File: src/rtl/usb_tx_fifo_pkg.sv
// Shared constants for the USB transmit FIFO: register map, status bit
// positions and default geometry.
package usb_tx_fifo_pkg;

    localparam int TXF_FIFO_DEPTH = 64;
    localparam int TXF_ADDR_WIDTH = 6;

    localparam logic [2:0] TXF_ADDR_DATA    = 3'd0;
    localparam logic [2:0] TXF_ADDR_STATUS  = 3'd1;
    localparam logic [2:0] TXF_ADDR_CTRL    = 3'd2;
    localparam logic [2:0] TXF_ADDR_CNT_MSB = 3'd3;
    localparam logic [2:0] TXF_ADDR_CNT_LSB = 3'd4;

    localparam int TXF_STAT_EMPTY_BIT = 0;
    localparam int TXF_STAT_FULL_BIT  = 1;
    localparam int TXF_STAT_OVF_BIT   = 2;

    localparam int TXF_CTRL_FORCE_EMPTY_BIT = 0;

endpackage

File: src/rtl/usb_tx_fifo_if.sv
// Bus register port plus SIE pop port of the transmit FIFO, bundled so the
// host/SIE side (master) and the FIFO (slave) share one connection.
interface usb_tx_fifo_if;
    logic [2:0]  busAddress;
    logic        busWriteEn;
    logic        busStrobe_i;
    logic        busFifoSelect;
    logic [7:0]  busDataIn;
    logic [7:0]  busDataOut;
    logic        fifoREn;
    logic [7:0]  fifoDataOut;
    logic        fifoEmpty;
    logic        fifoFull;
    logic [15:0] numElementsInFifo;

    // An access happens in exactly the cycle where busFifoSelect and busStrobe_i
    // are both high; there is no back-pressure. A pop happens when fifoREn is high
    // and fifoEmpty is low in the same cycle; fifoDataOut is the byte being popped.
    modport master (
        output busAddress, busWriteEn, busStrobe_i, busFifoSelect, busDataIn, fifoREn,
        input  busDataOut, fifoDataOut, fifoEmpty, fifoFull, numElementsInFifo
    );

    modport slave (
        input  busAddress, busWriteEn, busStrobe_i, busFifoSelect, busDataIn, fifoREn,
        output busDataOut, fifoDataOut, fifoEmpty, fifoFull, numElementsInFifo
    );
endinterface

File: src/rtl/usb_tx_fifo_bi.sv
// Bus-side register decode: produces push/forceEmpty strobes and the registered
// read-back data for the status and occupancy registers.
module usb_tx_fifo_bi
    import usb_tx_fifo_pkg::*;
(
    input  logic        clk_i,
    input  logic        rst_n_i,
    input  logic [2:0]  addr_i,
    input  logic        we_i,
    input  logic        strobe_i,
    input  logic        sel_i,
    input  logic [7:0]  data_i,
    input  logic        empty_i,
    input  logic        full_i,
    input  logic        overflow_i,
    input  logic [15:0] count_i,
    output logic        push_o,
    output logic        force_empty_o,
    output logic [7:0]  data_o
);

    logic       acc;
    logic [7:0] rd_data;
    logic [7:0] data_d;
    logic [7:0] data_q;

    assign acc           = sel_i & strobe_i;
    assign push_o        = acc & we_i & (addr_i == TXF_ADDR_DATA);
    assign force_empty_o = acc & we_i & (addr_i == TXF_ADDR_CTRL) & data_i[TXF_CTRL_FORCE_EMPTY_BIT];

    always_comb begin
        rd_data = 8'h00;
        case (addr_i)
            TXF_ADDR_STATUS: begin
                rd_data[TXF_STAT_EMPTY_BIT] = empty_i;
                rd_data[TXF_STAT_FULL_BIT]  = full_i;
                rd_data[TXF_STAT_OVF_BIT]   = overflow_i;
            end
            TXF_ADDR_CNT_MSB: rd_data = count_i[15:8];
            TXF_ADDR_CNT_LSB: rd_data = count_i[7:0];
            default:          rd_data = 8'h00;
        endcase
    end

    // Read data is captured in the strobe cycle and held until the next read.
    assign data_d = (acc & ~we_i) ? rd_data : data_q;

    always_ff @(posedge clk_i or negedge rst_n_i) begin
        if (!rst_n_i) data_q <= 8'h00;
        else          data_q <= data_d;
    end

    assign data_o = data_q;

endmodule

File: src/rtl/usb_tx_fifo.sv
// Transmit-direction endpoint FIFO: bus pushes bytes, the SIE pops them from a
// show-ahead head. Single clock, so pointers and count live in one domain.
module usb_tx_fifo
    import usb_tx_fifo_pkg::*;
#(
    parameter int FIFO_DEPTH = TXF_FIFO_DEPTH,
    parameter int ADDR_WIDTH = TXF_ADDR_WIDTH
) (
    input  logic          usbClk,
    input  logic          rstN,
    usb_tx_fifo_if.slave  bus
);

    logic [7:0]          mem_q [FIFO_DEPTH];
    logic [ADDR_WIDTH-1:0] wr_ptr_q, wr_ptr_d;
    logic [ADDR_WIDTH-1:0] rd_ptr_q, rd_ptr_d;
    logic [ADDR_WIDTH:0]   count_q, count_d;
    logic                  overflow_q, overflow_d;

    logic push_req, force_empty, push_ok, pop_ok, full, empty;

    assign full    = (count_q == (ADDR_WIDTH+1)'(FIFO_DEPTH));
    assign empty   = (count_q == '0);
    assign push_ok = push_req & ~full;
    assign pop_ok  = bus.fifoREn & ~empty;

    usb_tx_fifo_bi u_bi (
        .clk_i         (usbClk),
        .rst_n_i       (rstN),
        .addr_i        (bus.busAddress),
        .we_i          (bus.busWriteEn),
        .strobe_i      (bus.busStrobe_i),
        .sel_i         (bus.busFifoSelect),
        .data_i        (bus.busDataIn),
        .empty_i       (empty),
        .full_i        (full),
        .overflow_i    (overflow_q),
        .count_i       (16'(count_q)),
        .push_o        (push_req),
        .force_empty_o (force_empty),
        .data_o        (bus.busDataOut)
    );

    always_comb begin
        wr_ptr_d   = wr_ptr_q;
        rd_ptr_d   = rd_ptr_q;
        count_d    = count_q;
        overflow_d = overflow_q;
        if (force_empty) begin
            wr_ptr_d   = '0;
            rd_ptr_d   = '0;
            count_d    = '0;
            overflow_d = 1'b0;
        end else begin
            if (push_ok) wr_ptr_d = wr_ptr_q + ADDR_WIDTH'(1);
            if (pop_ok)  rd_ptr_d = rd_ptr_q + ADDR_WIDTH'(1);
            if (push_ok && !pop_ok)      count_d = count_q + (ADDR_WIDTH+1)'(1);
            else if (pop_ok && !push_ok) count_d = count_q - (ADDR_WIDTH+1)'(1);
            // A push into a full FIFO is dropped even if a pop frees a slot this cycle.
            if (push_req && full) overflow_d = 1'b1;
        end
    end

    always_ff @(posedge usbClk or negedge rstN) begin
        if (!rstN) begin
            wr_ptr_q   <= '0;
            rd_ptr_q   <= '0;
            count_q    <= '0;
            overflow_q <= 1'b0;
        end else begin
            wr_ptr_q   <= wr_ptr_d;
            rd_ptr_q   <= rd_ptr_d;
            count_q    <= count_d;
            overflow_q <= overflow_d;
        end
    end

    always_ff @(posedge usbClk) begin
        if (push_ok) mem_q[wr_ptr_q] <= bus.busDataIn;
    end

    assign bus.fifoDataOut       = mem_q[rd_ptr_q];
    assign bus.fifoEmpty         = empty;
    assign bus.fifoFull          = full;
    assign bus.numElementsInFifo = 16'(count_q);

endmodule

File: src/flat_wrapper.sv
// flat-port wrapper written by rule: the top's interface ports become plain ports
module usb_tx_fifo_flat import usb_tx_fifo_pkg::*;
#(
    parameter int FIFO_DEPTH = TXF_FIFO_DEPTH,
    parameter int ADDR_WIDTH = TXF_ADDR_WIDTH
)
  (usbClk, rstN, bus_busAddress, bus_busWriteEn, bus_busStrobe_i, bus_busFifoSelect, bus_busDataIn, bus_fifoREn, bus_busDataOut, bus_fifoDataOut, bus_fifoEmpty, bus_fifoFull, bus_numElementsInFifo);
  usb_tx_fifo_if bus_i ();
  input  logic usbClk;
  input  logic rstN;
  input wire logic [$bits(bus_i.busAddress)-1:0] bus_busAddress;
  input wire logic [$bits(bus_i.busWriteEn)-1:0] bus_busWriteEn;
  input wire logic [$bits(bus_i.busStrobe_i)-1:0] bus_busStrobe_i;
  input wire logic [$bits(bus_i.busFifoSelect)-1:0] bus_busFifoSelect;
  input wire logic [$bits(bus_i.busDataIn)-1:0] bus_busDataIn;
  input wire logic [$bits(bus_i.fifoREn)-1:0] bus_fifoREn;
  output wire logic [$bits(bus_i.busDataOut)-1:0] bus_busDataOut;
  output wire logic [$bits(bus_i.fifoDataOut)-1:0] bus_fifoDataOut;
  output wire logic [$bits(bus_i.fifoEmpty)-1:0] bus_fifoEmpty;
  output wire logic [$bits(bus_i.fifoFull)-1:0] bus_fifoFull;
  output wire logic [$bits(bus_i.numElementsInFifo)-1:0] bus_numElementsInFifo;
  assign bus_i.busAddress = bus_busAddress;
  assign bus_i.busWriteEn = bus_busWriteEn;
  assign bus_i.busStrobe_i = bus_busStrobe_i;
  assign bus_i.busFifoSelect = bus_busFifoSelect;
  assign bus_i.busDataIn = bus_busDataIn;
  assign bus_i.fifoREn = bus_fifoREn;
  assign bus_busDataOut = bus_i.busDataOut;
  assign bus_fifoDataOut = bus_i.fifoDataOut;
  assign bus_fifoEmpty = bus_i.fifoEmpty;
  assign bus_fifoFull = bus_i.fifoFull;
  assign bus_numElementsInFifo = bus_i.numElementsInFifo;
  usb_tx_fifo #(.FIFO_DEPTH(FIFO_DEPTH), .ADDR_WIDTH(ADDR_WIDTH)) u_core (.usbClk(usbClk), .rstN(rstN), .bus(bus_i));
endmodule
File: config.mk
export PLATFORM = sky130hd
export DESIGN_NAME = usb_tx_fifo_flat
export DESIGN_NICKNAME = d
export VERILOG_FILES = /design/src/rtl/usb_tx_fifo_pkg.sv /design/src/rtl/usb_tx_fifo_if.sv /design/src/rtl/usb_tx_fifo_bi.sv /design/src/rtl/usb_tx_fifo.sv /design/src/flat_wrapper.sv
export SDC_FILE = /design/constraint.sdc
export NUM_CORES = 1
export LEC_CHECK = 0
export BUFFER_PORTS_ARGS = -buffer_cell sky130_fd_sc_hd__buf_2
export CORE_UTILIZATION = 50
export CTS_CLUSTER_DIAMETER = 30
export DETAILED_ROUTE_END_ITERATION = 7
export PLACE_DENSITY = 0.66
export SYNTH_ARGS = -nofsm -noshare
export SYNTH_HDL_FRONTEND = slang
export SYNTH_SLANG_ARGS = --single-unit
export TNS_END_PERCENT = 50
File: constraint.sdc
create_clock -name usbClk -period 6.4 [get_ports usbClk]
set_input_delay 0.64 -clock usbClk [delete_from_list [all_inputs] [get_ports usbClk]]
set_output_delay 0.64 -clock usbClk [all_outputs]
set_load 0.02 [all_outputs]
==> summary.txt, run 1 <==
Clock network
  • Postcts setup bufs: 0
  • Register clock-pin slew on the reported worst setup and hold paths: 0.05 ns
  • Number of buffers inserted during clock tree synthesis: 101
  • Skew-Pair Late Insertion Delay: 0.62 ns
  • Root buffer cell: sky130_fd_sc_hd__clkbuf_16
  • Clock Tree Buf Depth: 3
  • CTS Sinks: 539
  • # H-tree levels: 3
  • CTS tree: built
  • Number of gates resized after CTS: 0
  • Hold buffers post-CTS: 0

Yosys
  • Primary flip-flop cell chosen by synthesis mapping: sky130_fd_sc_hd__edfxtp_1
  • Async SR Flop Fraction: 5.01%
  • Warning count from the yosys run: 0
  • Summed instance area of the synthesized netlist: 0.0216 mm2
  • Synthesized flop and latch total: 539
  • Number of instances in the synthesized netlist: 1162
  • Area share of fa/ha/maj cells after synthesis: 0.614%
  • Largest family of logic cells by synthesized area: multiplexers
  • Avg Synthesized Cell Area: 18.6 um2
  • Fraction of post-synthesis cell area in the top cell type by area: 71.2%
  • EDFF count, synth: 512
  • Proportion of synthesized chip area in sequential cells: 74.3%
  • Synth Area in XOR/XNOR: 0.446%
  • Dominant cell type by area after synthesis: sky130_fd_sc_hd__edfxtp_1
  • Share of cell area taken by muxes after synthesis: 13.4%
  • Top cells by area, synth: sky130_fd_sc_hd__edfxtp_1, sky130_fd_sc_hd__mux4_2, sky130_fd_sc_hd__mux2i_1
  • Compound-Gate Fraction of Synth Area: 4.09%
  • Count of cell types in the netlist: 62
  • Post-Synth Simple-Gate Area: 4.83%

Route
  • Number of DRC violations after detailed-routing iteration 0: 1073
  • Post-route antenna net violation count: 0
  • Total wire length after detailed routing: 49400 um
  • Via density: 5.96
  • Remaining design rule violation count: 0
  • Via total after detailed routing: 11500
  • Router iterations before antenna repair: 5
  • Average routed wire per standard cell: 25.7 um

Die
  • Initial standard-cell utilization of the core: 51.0%
  • Height of the die: 210 um
  • Total core area: 0.0423 mm2
  • Area enclosed by the die boundary: 0.0440 mm2
  • DIE WIDTH: 210 um
  • Site row count: 75
  • IO Pins: 51

STA
  • Post-layout minimum cycle time: 4.39 ns
  • Setup Total Neg Slack: 0 ns
  • Smallest hold slack: 0.0725 ns
  • Setup Viol. Count Final: 0
  • Largest clock skew in the final design: 0.0377 ns
  • Slew margin rel.: 21.2%
  • Share of the cycle needed by the critical path after routing: 68.7%
  • Final max-slew violation count: 0
  • Slew of the pin with the lowest slew margin: 1.18 ns
  • Maximum operating frequency: 0.228 GHz
  • RSZ-0062 raised after global routing: no
  • Final Hold Fails: 0

GRT
  • Met3 demand-to-capacity share in global routing: 4.83%
  • Met2 routing resource usage after global routing: 35.9%
  • Vias in the first global route: 11500
  • Most heavily used metal layer in global routing: met2
  • Maximum number of pins on one net before global-route repair: 96
  • Wire length of the first global-routing pass: 73500 um
  • Sum of overflow across all layers after global routing: 0
  • GRT met1 Usage: 32.5%
  • Antenna violations before repair: 0
  • Overall Global Routing Usage: 23.1%

Worst setup path
  • Crit path max fanout: 39
  • CP endpoint kind: output pin
  • Worst EP required: 5.76 ns
  • Peak per-stage delay on the critical path: 0.76 ns
  • Data arrival time of the critical path: 3.75 ns
  • Critical path class: flop to output pin
  • CP startpoint kind: flop
  • Crit-path slowest cell: sky130_fd_sc_hd__dfrtp_4
  • Worst-path cell chain: buf_4 > mux4_2 > nand2_1 > a21oi_1 > a2111oi_1 > nor3_1 > buf_2

Place
  • Last weighted congestion value of the routability-driven placer: 0.852
  • Post-placement cell count: 1738
  • Sum of net half-perimeters after detailed placement: 28600 um
  • Buffers added on ports: 40

Cells and area
  • ANT cells: 0
  • Layout overhead on the synthesized area: 18.8%
  • Nets@finish: 1291
  • Proportion of layout cells with a drive suffix above 1: 24.5%
  • # fillers: 2990
  • Most frequent cells in the layout: sky130_fd_sc_hd__edfxtp_1, sky130_fd_sc_hd__nor2_1, sky130_fd_sc_hd__clkbuf_16
  • Non-Filler Instances: 1926
  • Most common cell after layout, fill and taps aside: sky130_fd_sc_hd__edfxtp_1

Run status
  • Status: finished clean

Flow run
  • Reported max-cap violation count: 0

Power
  • Leakage power figure: 0.00866 uW
  • Peak supply drop: 0.277 mV
  • Total power per unit cell area: 466 mW/mm2

Min path
  • Type of the most critical hold path: input port to async pin
## worst max-delay path, delay by kind of cell, from the launching register on
family	cells	cell delay [ns]
muxes	1	0.39
AOI/OAI and AO/OA	2	0.82
buffers and inverters	2	0.83
and+or+nand+nor	2	0.30
DFF	1	0.76
## report_power, final
part           switching, uW  internal (uW)
logic                   1580           1100
clock network           1770           3380
registers                200           3920
total                   3550           8400
## stage by stage
stage | total power [uW] | area (um2) | worst slack [ns] | util [%]
2_1_floorplan | 6070 | 21600 | 2.95 | -
3_5_place_dp | 6870 | 22300 | 2.36 | 52.6
3_3_place_gp | 6840 | 22300 | 2.50 | 52.6
4_1_cts | 12000 | 25700 | 1.91 | 60.6
5_1_grt | 12300 | 25700 | 1.77 | 60.6
6_report | 12000 | 25700 | 2.01 | 60.6
## cells by family (layout without fill, tap and decap cells)
logic type | Yosys count | in the layout
AO/OA/AOI/OAI | 117 | 117
XOR/XNOR | 11 | 11
adder cells (fa/ha/maj) | 10 | 10
buffers and inverters | 82 | 260
flip-flops | 539 | 539
multiplexers | 168 | 168
other | 1 | 10
AND/OR/NAND/NOR | 234 | 234
## cells in the mapped netlist, types with 8 or more instances
master and n:
sky130_fd_sc_hd__nand2_1 40, sky130_fd_sc_hd__ha_1 9, sky130_fd_sc_hd__o221ai_1 9, sky130_fd_sc_hd__nor2_1 131
sky130_fd_sc_hd__nor3_1 11, sky130_fd_sc_hd__nand3_1 17, sky130_fd_sc_hd__inv_1 13, sky130_fd_sc_hd__mux2i_1 70
sky130_fd_sc_hd__o22ai_1 22, sky130_fd_sc_hd__a31oi_1 9, sky130_fd_sc_hd__dfrtp_1 27, sky130_fd_sc_hd__mux4_2 97
sky130_fd_sc_hd__edfxtp_1 512, sky130_fd_sc_hd__a21oi_1 15, sky130_fd_sc_hd__buf_4 16, sky130_fd_sc_hd__clkbuf_1 18
sky130_fd_sc_hd__a22o_1 8, sky130_fd_sc_hd__buf_6 9, sky130_fd_sc_hd__a211o_1 8, sky130_fd_sc_hd__buf_2 16
## routing by layer
| metal | vias up | share of wire, % |
|---|---|---|
| met2 | 517 | 48 |
| met4 | 0 | 2.9 |
| met1 | 5945 | 42 |
| met5 | - | 0 |
| met3 | 105 | 7.6 |
| li1 | 4913 | - |
## sequential cells by signal, indices dropped and copies added (netlist names)
signal and cells:
u_core.u_bi.data_o 7, u_core.mem_q 512, u_core.wr_ptr_q 6, u_core.rd_ptr_q 6
u_core.overflow_q 1, u_core.count_q 7
## layout make-up
cell class / instances / area, um2 / share of cell area, %
Clock inverter: 73 / 739 / 2.88
Multi-Input combinational cell: 550 / 5100 / 19.9
Tap cell: 577 / 722 / 2.81
Timing Repair Buffer: 59 / 355 / 1.38
Sequential cell: 539 / 16100 / 62.6
Clock buffer: 115 / 2640 / 10.3
Inverter: 13 / 48.8 / 0.190
## worst paths after layout
kind                       slack (ns)                           endpoint  cells after the start                         startpoint
hold reg to reg                  0.50  u_core.u_bi.data_o[6]$_DFFE_PN0P_                      1  u_core.u_bi.data_o[6]$_DFFE_PN0P_
hold / removal                   0.07     u_core.rd_ptr_q[2]$_DFFE_PN0P_                      1                               rstN
setup reg to reg                 2.77      u_core.count_q[5]$_DFFE_PN0P_                     11      u_core.count_q[5]$_DFFE_PN0P_
max in group asynchronous        5.81     u_core.rd_ptr_q[0]$_DFFE_PN0P_                      1                               rstN
min in group usbClk              0.49  u_core.u_bi.data_o[3]$_DFFE_PN0P_                      3                  bus_busAddress[1]
setup / recovery                 2.01                 bus_fifoDataOut[3]                      7     u_core.rd_ptr_q[1]$_DFFE_PN0P_
(Power assumes the default switching activity.)
==> run 2, diff against run 1 <==
PLACE_DENSITY = 0.69   (was 0.66)
clock period = 3.9 ns   (was 6.4 ns; I/O delays follow)
==> run 2 against run 1 <==
Total power rose by 69%. First-iteration DRC count grew 21%. Sequential share of layout area fell by 1.6 points. Critical path depth fell by 1. Sequential power increased by 63%. Clock-buffer cell count fell by 2. Combinational power is 75% higher. Final area is 2.6% higher. Routed wire length up 2.5%. Non-clock buffer count is 65 higher. Core utilization grew 1.6 points. Hold slack gained 0.16 ns. Critical path type unchanged. Largest cell class unchanged. Highest routed layer is now met5.
==> summary.txt, run 2 (synthesized netlist as in run 1, its figures left out) <==
Route
  • Remaining design rule violation count: 0
  • Average routed wire per standard cell: 25.4 um
  • Via total after detailed routing: 11900
  • Router iterations before antenna repair: 6
  • Via density: 5.96
  • Total wire length after detailed routing: 50700 um
  • Post-route antenna net violation count: 0
  • Number of DRC violations after detailed-routing iteration 0: 1295

Cells and area
  • ANT cells: 0
  • Nets@finish: 1358
  • Most frequent cells in the layout: sky130_fd_sc_hd__edfxtp_1, sky130_fd_sc_hd__nor2_1, sky130_fd_sc_hd__clkbuf_16
  • Largest register by flop count: u_core.mem_q
  • Proportion of layout cells with a drive suffix above 1: 28.2%
  • Most common cell after layout, fill and taps aside: sky130_fd_sc_hd__edfxtp_1
  • Flip-flop count of the largest register after layout: 512
  • Layout overhead on the synthesized area: 21.9%

STA
  • Final Hold Fails: 0
  • Largest clock skew in the final design: 0.0200 ns
  • Setup Viol. Count Final: 0
  • Post-layout minimum cycle time: 3.78 ns
  • Final max-slew violation count: 0
  • Maximum operating frequency: 0.265 GHz
  • Smallest hold slack: 0.231 ns
  • Setup Total Neg Slack: 0 ns
  • Slew of the pin with the lowest slew margin: 1.28 ns
  • RSZ-0062 raised after global routing: no
  • Share of the cycle needed by the critical path after routing: 96.9%
  • Slew margin rel.: 14.9%

Worst setup path
  • CP startpoint kind: flop
  • Startpoint of the most critical register-to-register path: u_core.count_q[5]$_DFFE_PN0P_
  • Gate family responsible for the most delay along the worst path: simple AND/OR/NAND/NOR gates
  • Worst EP required: 3.51 ns
  • Count of buffer and inverter cells on the critical path: 1
  • Number of cell instances on the worst register-to-register path: 11
  • Crit path max fanout: 16
  • Crit-path slowest cell: sky130_fd_sc_hd__or3b_2
  • Worst reg2reg endpoint: u_core.count_q[5]$_DFFE_PN0P_
  • Critical path class: flop to output pin
  • Setup slack, reg-to-reg: 0.33 ns
  • Data arrival time of the critical path: 3.39 ns
  • Most numerous cell on the critical path: sky130_fd_sc_hd__o22ai_1
  • Peak per-stage delay on the critical path: 0.80 ns
  • Worst-path cell chain: or3b_2 > o22ai_1 > a211o_1 > o22ai_1 > nor3_1 > buf_2
  • CP endpoint kind: output pin

Flow run
  • Reported max-cap violation count: 0

Min path
  • Worst Hold Path EP: u_core.u_bi.data_o[5]$_DFFE_PN0P_
  • Hold Startpoint: bus_busAddress[1]
  • Type of the most critical hold path: input port to flop
  • Hold path depth: 3

Die
  • Initial standard-cell utilization of the core: 51.0%
  • Height of the die: 210 um
  • IO Pins: 51
  • Site row count: 75
  • DIE WIDTH: 210 um
  • Area enclosed by the die boundary: 0.0440 mm2
  • Total core area: 0.0423 mm2

Clock network
  • # H-tree levels: 3
  • Skew-Pair Late Insertion Delay: 0.62 ns
  • Number of buffers inserted during clock tree synthesis: 103
  • CTS Sinks: 539
  • Clock Tree Buf Depth: 3
  • CTS tree: built
  • Root buffer cell: sky130_fd_sc_hd__clkbuf_16
  • Register clock-pin slew on the reported worst setup and hold paths: 0.04 ns

Place
  • Last weighted congestion value of the routability-driven placer: 0.918
  • Buffers added on ports: 40
  • Sum of net half-perimeters after detailed placement: 29800 um

Power
  • Total power per unit cell area: 765 mW/mm2
  • Leakage power figure: 0.00909 uW
  • Peak supply drop: 0.415 mV

GRT
  • Wire length of the first global-routing pass: 76400 um
  • Overall Global Routing Usage: 23.8%
  • Sum of overflow across all layers after global routing: 0
  • Antenna violations before repair: 3
  • Maximum number of pins on one net before global-route repair: 65
  • Vias in the first global route: 12200

Run status
  • Status: finished clean
-- run 2: area by class of cell --
type,count,area (um2)
inverters,13,48.8
multi-input cells,550,5090
repair buffers,124,913
well taps,577,722
clock buffers,113,2680
flip-flops and latches,539,16100
clock inverters,81,826
fillers,2881,16000
-- run 2: how the worst max path moves through the flow --
stage | startpoint | endpoint | slack, ns | depth (start not counted)
final | u_core.rd_ptr_q[2]$_DFFE_PN0P_ | bus_fifoDataOut[0] | 0.12 | 6
after global routing | u_core.count_q[0]$_DFFE_PN0P_ | u_core.count_q[5]$_DFFE_PN0P_ | 0.05 | 11
after CTS | u_core.rd_ptr_q[0]$_DFFE_PN0P_ | bus_fifoDataOut[4] | 0.04 | 5
after detailed placement | u_core.count_q[5]$_DFFE_PN0P_ | u_core.count_q[5]$_DFFE_PN0P_ | 0.38 | 11
after global placement | u_core.count_q[0]$_DFFE_PN0P_ | u_core.count_q[5]$_DFFE_PN0P_ | 0.45 | 11
after floorplan | u_core.count_q[5]$_DFFE_PN0P_ | u_core.count_q[5]$_DFFE_PN0P_ | 0.58 | 12
-- run 2: metrics by stage --
stage	total power, uW	instances	util [%]	setup WS, ns	cell area [um2]
after floorplan	9960	1171	-	0.584	21600
after global placement	11400	1801	53.9	0.448	22800
after detailed placement	11400	1801	53.9	0.383	22800
after CTS	20200	1996	62.2	0.0381	26300
after global routing	20800	1997	62.2	0.0522	26300
final	20200	1997	62.2	0.120	26300
-- run 2: report_power, final --
part           internal, uW  switching [uW]
Combinational          1970            2730
Sequential             6440             261
Clock                  5860            2900
Total                 14300            5890
-- run 2: metal layers --
| metal | wire (um) | global-route usage (%) | up-vias |
|---|---|---|---|
| met5 | 31 | 0 | - |
| met4 | 1960 | 10.4 | 4 |
| met3 | 4460 | 5.87 | 136 |
| met2 | 23700 | 36.2 | 596 |
| met1 | 20500 | 32.8 | 6121 |
| li1 | - | - | 5043 |
-- run 2: what timing repair did --
action / in CTS / in global routing
resized for setup: 0 / 1
hold buffers: 1 / 0
endpoints found under the setup margin: 0 / 1
hold endpoints to repair: 27 / 0
setup buffers: 0 / 1
-- run 2: tightest hold or removal path, delay by kind of cell --
family / cells / cell delay [ns]
AO/OA/AOI/OAI: 1 / 0.18
buffers and inverters: 1 / 0.12
AND/OR/NAND/NOR: 1 / 0.09
